$ cat config.mk
export PLATFORM = sky130hd
export DESIGN_NAME = multi_tick_gen
export DESIGN_NICKNAME = d
export VERILOG_FILES = /design/src/rtl/multi_tick_pkg.sv /design/src/rtl/tick_channel.sv /design/src/rtl/multi_tick_gen.sv
export SDC_FILE = /design/constraint.sdc
export NUM_CORES = 1
export LEC_CHECK = 0
export BUFFER_PORTS_ARGS = -buffer_cell sky130_fd_sc_hd__buf_4
export CORE_MARGIN = 8
export CORE_UTILIZATION = 45
export DETAILED_ROUTE_END_ITERATION = 8
export PLACE_DENSITY_LB_ADDON = 0.05
export SLEW_MARGIN = 20
export SYNTH_ARGS = -nofsm -noshare
export SYNTH_HDL_FRONTEND = slang
export SYNTH_SLANG_ARGS = --single-unit
$ cat constraint.sdc
create_clock -name CLK100Mhz -period 5.55 [get_ports CLK100Mhz]
set_input_delay 1.11 -clock CLK100Mhz [delete_from_list [all_inputs] [get_ports CLK100Mhz]]
set_output_delay 1.11 -clock CLK100Mhz [all_outputs]
set_load 0.02 [all_outputs]
$ cat src/rtl/multi_tick_pkg.sv
// Shared constants and helpers for the multi-channel tick generator.
package multi_tick_pkg;

   localparam int CNT_W_DEF = 27;

   // Divisors for a 100 MHz board clock.
   localparam int DIV_500HZ = 200000;
   localparam int DIV_1HZ   = 100000000;

   // A divisor of zero has no meaning; treat it as the fastest rate.
   function automatic logic [31:0] clamp_div(input logic [31:0] d);
      return (d == 32'd0) ? 32'd1 : d;
   endfunction

endpackage

$ cat src/rtl/tick_channel.sv
// One tick slice: down-counter with terminal-count reload and a registered pulse.
// With TICK_SQUARE_OUT_EN defined a half-rate square wave output is added.
module tick_channel
   import multi_tick_pkg::*;
#(
   parameter int               CNT_W   = CNT_W_DEF,
   parameter logic [CNT_W-1:0] RST_DIV = CNT_W'(DIV_500HZ)
) (
   input  logic             CLK100Mhz,
   input  logic             reset,
   input  logic             en,
   input  logic             restart,
   input  logic             apply,
   input  logic [CNT_W-1:0] new_div,
   output logic             tc,
`ifdef TICK_SQUARE_OUT_EN
   output logic             square_out,
`endif
   output logic             pulse
);

   localparam logic [CNT_W-1:0] ONE     = CNT_W'(1);
   localparam logic [CNT_W-1:0] RST_DIVC = (RST_DIV == '0) ? ONE : RST_DIV;

   logic [CNT_W-1:0] div;
   logic [CNT_W-1:0] cnt;
   logic [CNT_W-1:0] div_nxt;

   // The top only raises apply at a period boundary, while disabled or on restart,
   // so the reload below always uses the divisor that governs the next period.
   assign div_nxt = apply ? new_div : div;
   assign tc      = (cnt == '0);

   always_ff @(posedge CLK100Mhz or negedge reset) begin
      if (!reset) begin
         div   <= RST_DIVC;
         cnt   <= RST_DIVC - ONE;
         pulse <= 1'b0;
      end else begin
         if (apply) begin
            div <= new_div;
         end
         if (restart || !en || tc) begin
            cnt <= div_nxt - ONE;
         end else begin
            cnt <= cnt - ONE;
         end
         pulse <= en && tc && !restart;
      end
   end

`ifdef TICK_SQUARE_OUT_EN
   always_ff @(posedge CLK100Mhz or negedge reset) begin
      if (!reset) begin
         square_out <= 1'b0;
      end else if (restart) begin
         square_out <= 1'b0;
      end else if (en && tc) begin
         square_out <= ~square_out;
      end
   end
`endif

endmodule

$ cat src/rtl/multi_tick_gen.sv
// NUM_CH independent tick generators sharing one pending divisor-load slot.
// Optional square wave outputs are enabled with TICK_SQUARE_OUT_EN.
module multi_tick_gen
   import multi_tick_pkg::*;
#(
   parameter int                      NUM_CH      = 2,
   parameter int                      CNT_W       = CNT_W_DEF,
   parameter logic [NUM_CH*CNT_W-1:0] DEFAULT_DIV = {CNT_W'(DIV_1HZ), CNT_W'(DIV_500HZ)},
   localparam int                     CH_W        = (NUM_CH > 1) ? $clog2(NUM_CH) : 1
) (
   input  logic              CLK100Mhz,
   input  logic              reset,
   input  logic [NUM_CH-1:0] enable,
   input  logic              sync_restart,
   input  logic              load_valid,
   output logic              load_ready,
   input  logic [CH_W-1:0]   load_ch,
   input  logic [CNT_W-1:0]  load_div,
`ifdef TICK_SQUARE_OUT_EN
   output logic [NUM_CH-1:0] square_out,
`endif
   output logic [NUM_CH-1:0] pulse,
   output logic [NUM_CH-1:0] busy
);

   logic [CH_W-1:0]   slot_ch;
   logic [CNT_W-1:0]  slot_div;
   logic [NUM_CH-1:0] tc;
   logic [NUM_CH-1:0] apply;
   logic              accept;
   logic              ch_ok;

   assign accept = load_valid && load_ready;
   assign ch_ok  = (32'(load_ch) < NUM_CH);

   // load_ready doubles as the slot-empty flag; the divisor is clamped on capture.
   always_ff @(posedge CLK100Mhz or negedge reset) begin
      if (!reset) begin
         load_ready <= 1'b1;
         busy       <= '0;
         slot_ch    <= '0;
         slot_div   <= '0;
      end else if (|apply) begin
         load_ready <= 1'b1;
         busy       <= busy & ~apply;
      end else if (accept && ch_ok) begin
         load_ready <= 1'b0;
         slot_ch    <= load_ch;
         slot_div   <= CNT_W'(clamp_div(32'(load_div)));
         busy       <= busy | (NUM_CH'(1) << load_ch);
      end
   end

   for (genvar c = 0; c < NUM_CH; c++) begin : g_ch
      assign apply[c] = !load_ready && (slot_ch == CH_W'(c)) &&
                        (sync_restart || !enable[c] || tc[c]);

      tick_channel #(
         .CNT_W   (CNT_W),
         .RST_DIV (DEFAULT_DIV[c*CNT_W +: CNT_W])
      ) u_ch (
         .CLK100Mhz  (CLK100Mhz),
         .reset      (reset),
         .en         (enable[c]),
         .restart    (sync_restart),
         .apply      (apply[c]),
         .new_div    (slot_div),
         .tc         (tc[c]),
`ifdef TICK_SQUARE_OUT_EN
         .square_out (square_out[c]),
`endif
         .pulse      (pulse[c])
      );
   end

endmodule

Word level (Yosys, flattened, before mapping)
Index checks and enable logic that the tools add are counted.

cells by class
  add/subtract/negate cells = 4
  shift operators = 1
  mux-type cells = 9
  bitwise operators = 5
  reductions and logical operators = 23

operator list
  cell                     number
  $mux W27                 5
  $sub A27 B1 Y27 const B  4
  $logic_not A27 Y1        3
  $logic_and A1 B1 Y1      9
  $logic_not A1 Y1         4
  $logic_or A1 B1 Y1       4
  $mux W2                  2
  $and A2 B2 Y2            1
  $mux W1                  2
  $not A1 Y1               2
  $not A2 Y2               1
  $or A2 B2 Y2             1
  $reduce_and A2 Y1        1
  $reduce_bool A2 Y1       1
  $reduce_or A2 Y1         1
  $shl A1 B1 Y2 const A    1

word-level totals
  bits in registers = 141
  input bits = 34
  output and inout bits = 5

Logic depth before layout (Yosys ltp)
Gate-level depths: netlist of run 1.

  depth after elaboration = 7
  depth in mapped cells = 16
  gate-level depth less buffers = 14

By module
Synthesis of run 1 repeated with hierarchy kept, for this count alone.

second synthesis, totals
  cells, all modules = 723
  area total of the unflattened synthesis = 7873.8 µm²

by module, submodules not included
  module                       times used  cells each  area an instance (µm²)
  tick_channel (g_ch[1].u_ch)  1           318         3308.2
  tick_channel (g_ch[0].u_ch)  1           318         3290.7
  multi_tick_gen               1           87          1275.0

Least setup slack after synthesis of run 1
Ideal clock, no wire load.

  path kind = register -> register
  start = register g_ch[1].u_ch.cnt[17]
  end = register g_ch[1].u_ch.cnt[18]
  setup time = 0.083 ns
  data arrival time = 4.519 ns
  data required time = 5.467 ns
  path slack = 0.947 ns
  stages on the path, launching flop included = 17
  path buffers = 4
  cell sequence = dfrtp_1 -> or4_4 -> or4_1 -> buf_2 -> o31ai_4 -> buf_2 -> buf_4 -> mux2i_1 -> ha_1 -> clkbuf_1 -> nor4b_1 -> nand4_1 -> a311oi_1 -> a31oi_4 -> nor4b_1 -> xnor2_1 -> mux2i_1

between the ends
  word-level cells in the longest chain between the ends = 6
  elaborated cells between the ends (all ways) = 7
  those cells by class = 2 x add/sub; 2 x mux; 3 x reduce/logical

ends and longest elaborated chain
  item                    RTL line                                  source
  start, declared         tick_channel.sv:26                        logic [CNT_W-1:0] cnt;
  start signal, assigned  tick_channel.sv:37                        cnt <= RST_DIVC - ONE;
  start signal, assigned  tick_channel.sv:44                        cnt <= div_nxt - ONE;
  start signal, assigned  tick_channel.sv:46                        cnt <= cnt - ONE;
  $logic_not A27 Y1       tick_channel.sv:32                        assign tc = (cnt == '0);
  $logic_or A1 B1 Y1      tick_channel.sv:43, multi_tick_gen.sv:56
  $logic_and A1 B1 Y1     multi_tick_gen.sv:55                      assign apply[c] = !load_ready && (slot_ch == CH_W'(c)) &&
  $mux W27                tick_channel.sv:31                        assign div_nxt = apply ? new_div : div;
  $sub A27 B1 Y27         tick_channel.sv:44
  $mux W27 (*)            tick_channel.sv:43                        if (restart || !en || tc) begin

Mark *: on every way between the ends. The rest lies on a longest branch, timed or not.
A chain may end at the register's enable or synchronous reset.

Final worst setup path of run 1
Ends and elaborated chain as after synthesis.

==> impl_metrics.py, run 1 <==
metrics = {
    "floorplanning": {
        "io_pins": 39,
        "start_util_pct": 45.26,
        "die_h_um": 149.7,
        "num_rows": 49,
        "dieArea_um2": 22420,
        "core_um2": 17780,
        "die_x_um": 149.7,
    },
    "route": {
        "postRouteWirelength_um": 21670,
        "firstDrtPassIters": 5,
        "ant_nets": 0,
        "via_per_inst": 5.885,
        "num_vias": 6267,
        "first_iter_violations": 405,
        "drc": 0,
        "wl_per_cell_um": 20.35,
    },
    "global_routing": {
        "grt_overflow_total": 0,
        "antenna_found_initial": 0,
        "use_met2_pct": 29.80,
        "grt_pass1_wl_um": 34650,
        "grt_pass1_vias": 6281,
        "use_met1_pct": 28.46,
        "grt_max_degree": 105,
        "grt_busiest_layer": "met2",
        "use_met3_pct": 4.022,
        "track_usage_pct": 19.86,
    },
    "run_status": {
        "status": "completed",
    },
    "worst_setup_path": {
        "end_kind": "flip-flop",
        "worst-endpoint-required_ns": 5.87,
        "timing_worst_setup_path_type": "flip-flop to flip-flop",
        "reg2reg_slack_ns": 0.48,
        "crit_family": "simple AND/OR/NAND/NOR gates",
        "crit_chain": "or4_4, or4_1, o31ai_4, buf_4, mux2i_1, ha_1, nor4b_1, nand4_1, a311oi_1, a31oi_4, nor4b_1, xnor2_1, mux2i_1",
        "crit_buf_inv": 1,
        "path_depth": 13,
        "cp-start-kind": "flip-flop",
        "crit_fanout": 36,
        "crit_arrival_ns": 5.40,
        "reg2reg_depth": 13,
        "cp_slowest_cell": "or4_4",
        "slowest_delay_ns": 0.58,
    },
    "sta": {
        "finalHoldViolations": 0,
        "holdWs_ns": 0.4967,
        "slew_violations": 0,
        "timing.final.crit_share_pct": 91.39,
        "worstMarginPinSlew_ns": 1.008,
        "max_freq_ghz": 0.1972,
        "fin_skew_ns": 0.008539,
        "fin_setup_tns_ns": 0,
        "relSlewSlack_pct": 32.20,
        "rsz0062_at_grt": "false",
        "finalCriticalPeriod_ns": 5.072,
        "finalSetupViolations": 0,
    },
    "clock_network": {
        "cts_sinks": 141,
        "cts_hold_buf": 0,
        "clk_latency_ns": 0.42,
        "root_buffer": "clkbuf_16",
        "cts_inserted_buffers": 17,
        "cts_max_level": 4,
        "cts_buffer_depth": 2,
        "tritoncts": "yes",
        "clkTransAtPathRegs_ns": 0.06,
        "cts_resized": 0,
        "post_cts_buffers": 0,
    },
    "worst_hold_path": {
        "hp-class": "flip-flop to flip-flop",
        "hold_depth": 1,
    },
    "cells_and_area": {
        "area_growth_syn_to_layout_pct": 14.51,
        "nNetsFinal": 859,
        "final_cell_mix": "92 x dfrtp_1, 82 x mux2_2, 79 x nand2_1",
        "final_common_cell": "dfrtp_1",
        "antennaDiodeCount": 0,
        "drive_above_1_share_pct": 27.27,
    },
    "placement": {
        "dp_hpwl_um": 15560,
        "port_buffers": 38,
        "place_congestion": 0.8571,
    },
    "power_and_ir_drop": {
        "powerDensity_nw_per_um2": 625.0,
        "ir_worst_vdd_v": 0.0003314,
        "p_leak_nw": 3.761,
    },
    "synth": {
        "synth.cell_area_um2": 8046,
        "synth_area_per_cell_um2": 10.17,
        "syn_nets": 827,
        "ys_seq_elements": 141,
        "async_flop_share_pct": 100.0,
        "synth_top_family_by_area": "multiplexers",
        "synth-simple-area-share_pct": 17.85,
        "yosys_warnings": 0,
        "synthMuxAreaShare_pct": 18.13,
        "synthXorXnorAreaFrac_pct": 6.857,
        "synthAdderAreaFrac_pct": 0.3110,
        "synth-edff-count": 0,
        "ys_types": 63,
        "synth_compound_area_share_pct": 9.687,
        "synth_ff_type": "dfrtp_1",
        "synth_seq_area_share_pct": 44.61,
        "syn_inst": 791,
    },
    "flow_run": {
        "drv_cap": 0,
    },
}
-- path summary, 6_finish.rpt --
kind                                                 from                             end
max in group asynchronous                           reset  g_ch[0].u_ch.cnt[10]$_DFF_PN1_
min                                   busy[0]$_DFFE_PN0P_             busy[0]$_DFFE_PN0P_
max reg2reg                g_ch[1].u_ch.cnt[17]$_DFF_PN0_  g_ch[1].u_ch.cnt[18]$_DFF_PN1_
min reg2reg                           busy[0]$_DFFE_PN0P_             busy[0]$_DFFE_PN0P_
min in group asynchronous                           reset  g_ch[1].u_ch.cnt[12]$_DFF_PN0_
max                        g_ch[1].u_ch.cnt[17]$_DFF_PN0_  g_ch[1].u_ch.cnt[18]$_DFF_PN1_
-- state kept, by name, indices dropped and copies added (netlist names) --
name,flops
load_ready,1
slot_ch,1
g_ch.u_ch.div,54
slot_div,27
g_ch.u_ch.pulse,2
g_ch.u_ch.cnt,54
busy,2
-- cell families (layout without fill, tap and decap cells) --
group | after synthesis | in the layout
DFF | 141 | 141
and+or+nand+nor | 284 | 284
adders and majority gates | 2 | 2
muxes | 135 | 135
xor gates and xnor gates | 63 | 63
buffers and inverters | 49 | 94
AOI/OAI and AO/OA | 117 | 117
-- cell type report --
type | instances | area (um^2)
inverter | 9 | 33.78
clock buffer | 27 | 513.0
timing repair buffer | 53 | 421.7
multi-input combinational | 601 | 4265
tap | 229 | 286.5
fill | 1644 | 8566
sequential | 141 | 3590
clock inverter | 5 | 103.9
-- layer usage --
metal / up-vias / routed length (um)
met3: 24 / 885
met4: 0 / 276
met2: 135 / 9746
met5: - / 0
li1: 2938 / -
met1: 3170 / 10770
-- Yosys cell counts, types with 9 or more instances --
cell type,n,area share (%)
nor3_1,30,1.9
xor2_1,20,2.2
nand2_1,79,3.7
nand3_1,22,1.4
a31oi_1,12,0.93
nor2_1,54,2.5
buf_1,10,0.47
mux2_2,82,11
xnor2_1,43,4.7
dfstp_2,49,16
clkbuf_1,21,0.98
a21oi_1,28,1.7
inv_1,9,0.42
dfrtp_1,92,29
or3_1,10,0.78
o21ai_0,29,1.8
mux2i_1,52,6.5
nor4_1,29,2.3
-- power by group --
part / internal (mW) / switching [mW]
clock: 0.768 / 0.431
sequential: 1.70 / 0.609
combinational: 1.06 / 1.19
-- through the flow --
| stage | setup slack, ns | std cells | power, mW | utilization [%] | area (um^2) |
|---|---|---|---|---|---|
| after detailed placement | 0.5580 | 1032 | 4.564 | 48.20 | 8569 |
| after CTS | 0.5133 | 1064 | 5.790 | 51.67 | 9186 |
| final | 0.4778 | 1065 | 5.759 | 51.82 | 9214 |
| after global placement | 0.8108 | 1032 | 4.510 | 48.20 | 8569 |
| after global routing | 0.2651 | 1065 | 6.137 | 51.82 | 9214 |
| after floorplan | 0.9474 | 791 | 3.843 | - | 8046 |
(Power assumes the default switching activity.)
==> run 2, diff against run 1 <==
Settings changed: CORE_ASPECT_RATIO set to 0.5.
==> run 2 against run 1 <==
Net effect:
- sequential share of layout area down 0.22 points
- highest routed layer unchanged
- global-route usage down 0.61 points
- critical path type unchanged
- maximum frequency up 1.3%
- die area up 1.2%
- critical path depth up 1
==> impl_metrics.py, run 2 (synthesis gave the netlist of run 1 again) <==
metrics = {
    "cells_and_area": {
        "fillCellCount": 1607,
        "final_common_cell": "dfrtp_1",
        "area_growth_syn_to_layout_pct": 15.15,
        "regArea_um2": 3590,
        "nNetsFinal": 860,
        "final_cells": 1071,
        "multi_input_area_um2": 4265,
        "top_regs": "g_ch.u_ch.cnt x54, g_ch.u_ch.div x54, slot_div x27",
        "antennaDiodeCount": 0,
        "final_cell_mix": "92 x dfrtp_1, 82 x mux2_2, 78 x nand2_1",
        "drive_above_1_share_pct": 27.72,
    },
    "route": {
        "first_iter_violations": 431,
        "postRouteWirelength_um": 21350,
        "drc": 0,
        "top_layer_used": "met4",
        "wl_met1_um": 11710,
        "wl_met3_um": 680,
        "ant_nets": 0,
        "wl_per_cell_um": 19.94,
        "wl_met2_um": 8834,
        "firstDrtPassIters": 5,
        "num_vias": 6158,
        "via_per_inst": 5.750,
    },
    "sta": {
        "finalCriticalPeriod_ns": 5.008,
        "timing.final.crit_share_pct": 90.23,
        "rsz0062_at_grt": "false",
        "slew_violations": 0,
        "finalSetupViolations": 0,
        "fin_skew_ns": 0.009965,
        "relSlewSlack_pct": 36.21,
        "fin_setup_tns_ns": 0,
        "worstMarginPinSlew_ns": 0.9539,
        "worst_slack_ns": 0.5425,
        "max_freq_ghz": 0.1997,
        "finalHoldViolations": 0,
    },
    "placement": {
        "place_congestion": 0.8734,
        "pre_cts_ws_ns": 0.6294,
        "port_buffers": 38,
        "dp.cells": 1038,
        "dp_hpwl_um": 15010,
    },
    "worst_setup_path": {
        "reg2reg_slack_ns": 0.54,
        "timing_worst_setup_path_type": "flip-flop to flip-flop",
        "worst-endpoint-required_ns": 5.87,
        "cp-start-kind": "flip-flop",
        "reg2reg_from": "g_ch[1].u_ch.cnt[17]$_DFF_PN0_",
        "crit_fanout": 28,
        "worstReg2RegEnd": "g_ch[1].u_ch.cnt[18]$_DFF_PN1_",
        "reg2reg_depth": 14,
        "end_kind": "flip-flop",
        "crit_arrival_ns": 5.33,
    },
    "global_routing": {
        "grt_pass1_vias": 6024,
        "grt_max_degree": 106,
        "track_usage_pct": 19.25,
        "grt_overflow_total": 0,
        "antenna_found_initial": 0,
        "grt_pass1_wl_um": 34730,
    },
    "floorplanning": {
        "num_rows": 34,
        "start_util_pct": 46.13,
        "core_um2": 17440,
        "die_x_um": 205.1,
        "dieArea_um2": 22680,
        "io_pins": 39,
        "die_h_um": 110.6,
    },
    "clock_network": {
        "cts_buffer_depth": 2,
        "cts_inserted_buffers": 17,
        "root_buffer": "clkbuf_16",
        "clkTransAtPathRegs_ns": 0.07,
        "cts_resized": 0,
        "cts_sinks": 141,
        "cts_hold_buf": 0,
        "tritoncts": "yes",
        "cts_max_level": 4,
        "clk_latency_ns": 0.42,
        "post_cts_buffers": 0,
    },
    "worst_hold_path": {
        "hp-class": "flip-flop to flip-flop",
        "hold_depth": 1,
        "hold_path_startpoint": "busy[0]$_DFFE_PN0P_",
        "min_to": "busy[0]$_DFFE_PN0P_",
    },
    "flow_run": {
        "drv_cap": 0,
    },
    "power_and_ir_drop": {
        "p_leak_nw": 3.774,
        "finalPower_mw": 5.878,
        "ir_worst_vdd_v": 0.0002672,
        "powerDensity_nw_per_um2": 634.4,
    },
    "run_status": {
        "status": "completed",
    },
}
==> run 2: stage by stage <==
stage | util, % | hold slack [ns] | instance area (um^2)
after global routing | 53.12 | 0.5130 | 9265
after floorplan | - | 0.4666 | 8046
after global placement | 49.20 | 0.4803 | 8581
after CTS | 52.95 | 0.5069 | 9235
after detailed placement | 49.20 | 0.4896 | 8581
final | 53.12 | 0.5042 | 9265
==> run 2: worst max path at each step <==
| stage | startpoint | endpoint | cells after the start |
|---|---|---|---|
| 6_report | g_ch[1].u_ch.cnt[17]$_DFF_PN0_ | g_ch[1].u_ch.cnt[18]$_DFF_PN1_ | 14 |
| 5_1_grt | g_ch[1].u_ch.cnt[17]$_DFF_PN0_ | g_ch[1].u_ch.cnt[18]$_DFF_PN1_ | 14 |
| 4_1_cts | g_ch[1].u_ch.cnt[17]$_DFF_PN0_ | g_ch[1].u_ch.cnt[18]$_DFF_PN1_ | 14 |
| 3_5_place_dp | g_ch[1].u_ch.cnt[17]$_DFF_PN0_ | g_ch[1].u_ch.cnt[18]$_DFF_PN1_ | 14 |
| 3_3_place_gp | g_ch[1].u_ch.cnt[17]$_DFF_PN0_ | g_ch[1].u_ch.cnt[18]$_DFF_PN1_ | 14 |
| 2_1_floorplan | g_ch[1].u_ch.cnt[17]$_DFF_PN0_ | g_ch[1].u_ch.cnt[18]$_DFF_PN1_ | 16 |
==> run 2: routing by layer <==
| layer | track usage [%] | vias to the layer above |
|---|---|---|
| met5 | 0 | - |
| met4 | 3.934 | 0 |
| met3 | 3.792 | 12 |
| met2 | 25.66 | 102 |
| met1 | 30.94 | 3104 |
| li1 | - | 2940 |
==> run 2: report_power, final <==
group / switching [mW] / internal, mW / leakage (nW) / total [mW]
sequential: 0.610 / 1.70 / 1.61 / 2.31
clock: 0.469 / 0.815 / 0.307 / 1.28
combinational: 1.22 / 1.06 / 1.86 / 2.28
total: 2.30 / 3.57 / 3.77 / 5.88
==> run 2: cell type report <==
cell class              count  share of cell area, %
multi-input cells         601                  46.04
flip-flops and latches    141                  38.74
clock buffers              20                  4.821
repair buffers             54                  4.632
well taps                 234                  3.160
inverters                   9                 0.3646
clock inverters            12                  2.242
==> run 2: worst max-delay path, stage by stage (launching register included) <==
cell and delay, ns:
dfrtp_1 0.42, or4_4 0.56, or4_1 0.57, o31ai_4 0.33, nand2_4 0.29, mux2_2 0.38, mux2i_1 0.20, ha_1 0.42
nor4b_1 0.39, nand4_1 0.15, a311oi_1 0.44, a31oi_4 0.13, nor4b_1 0.37, xnor2_1 0.17, mux2i_1 0.10
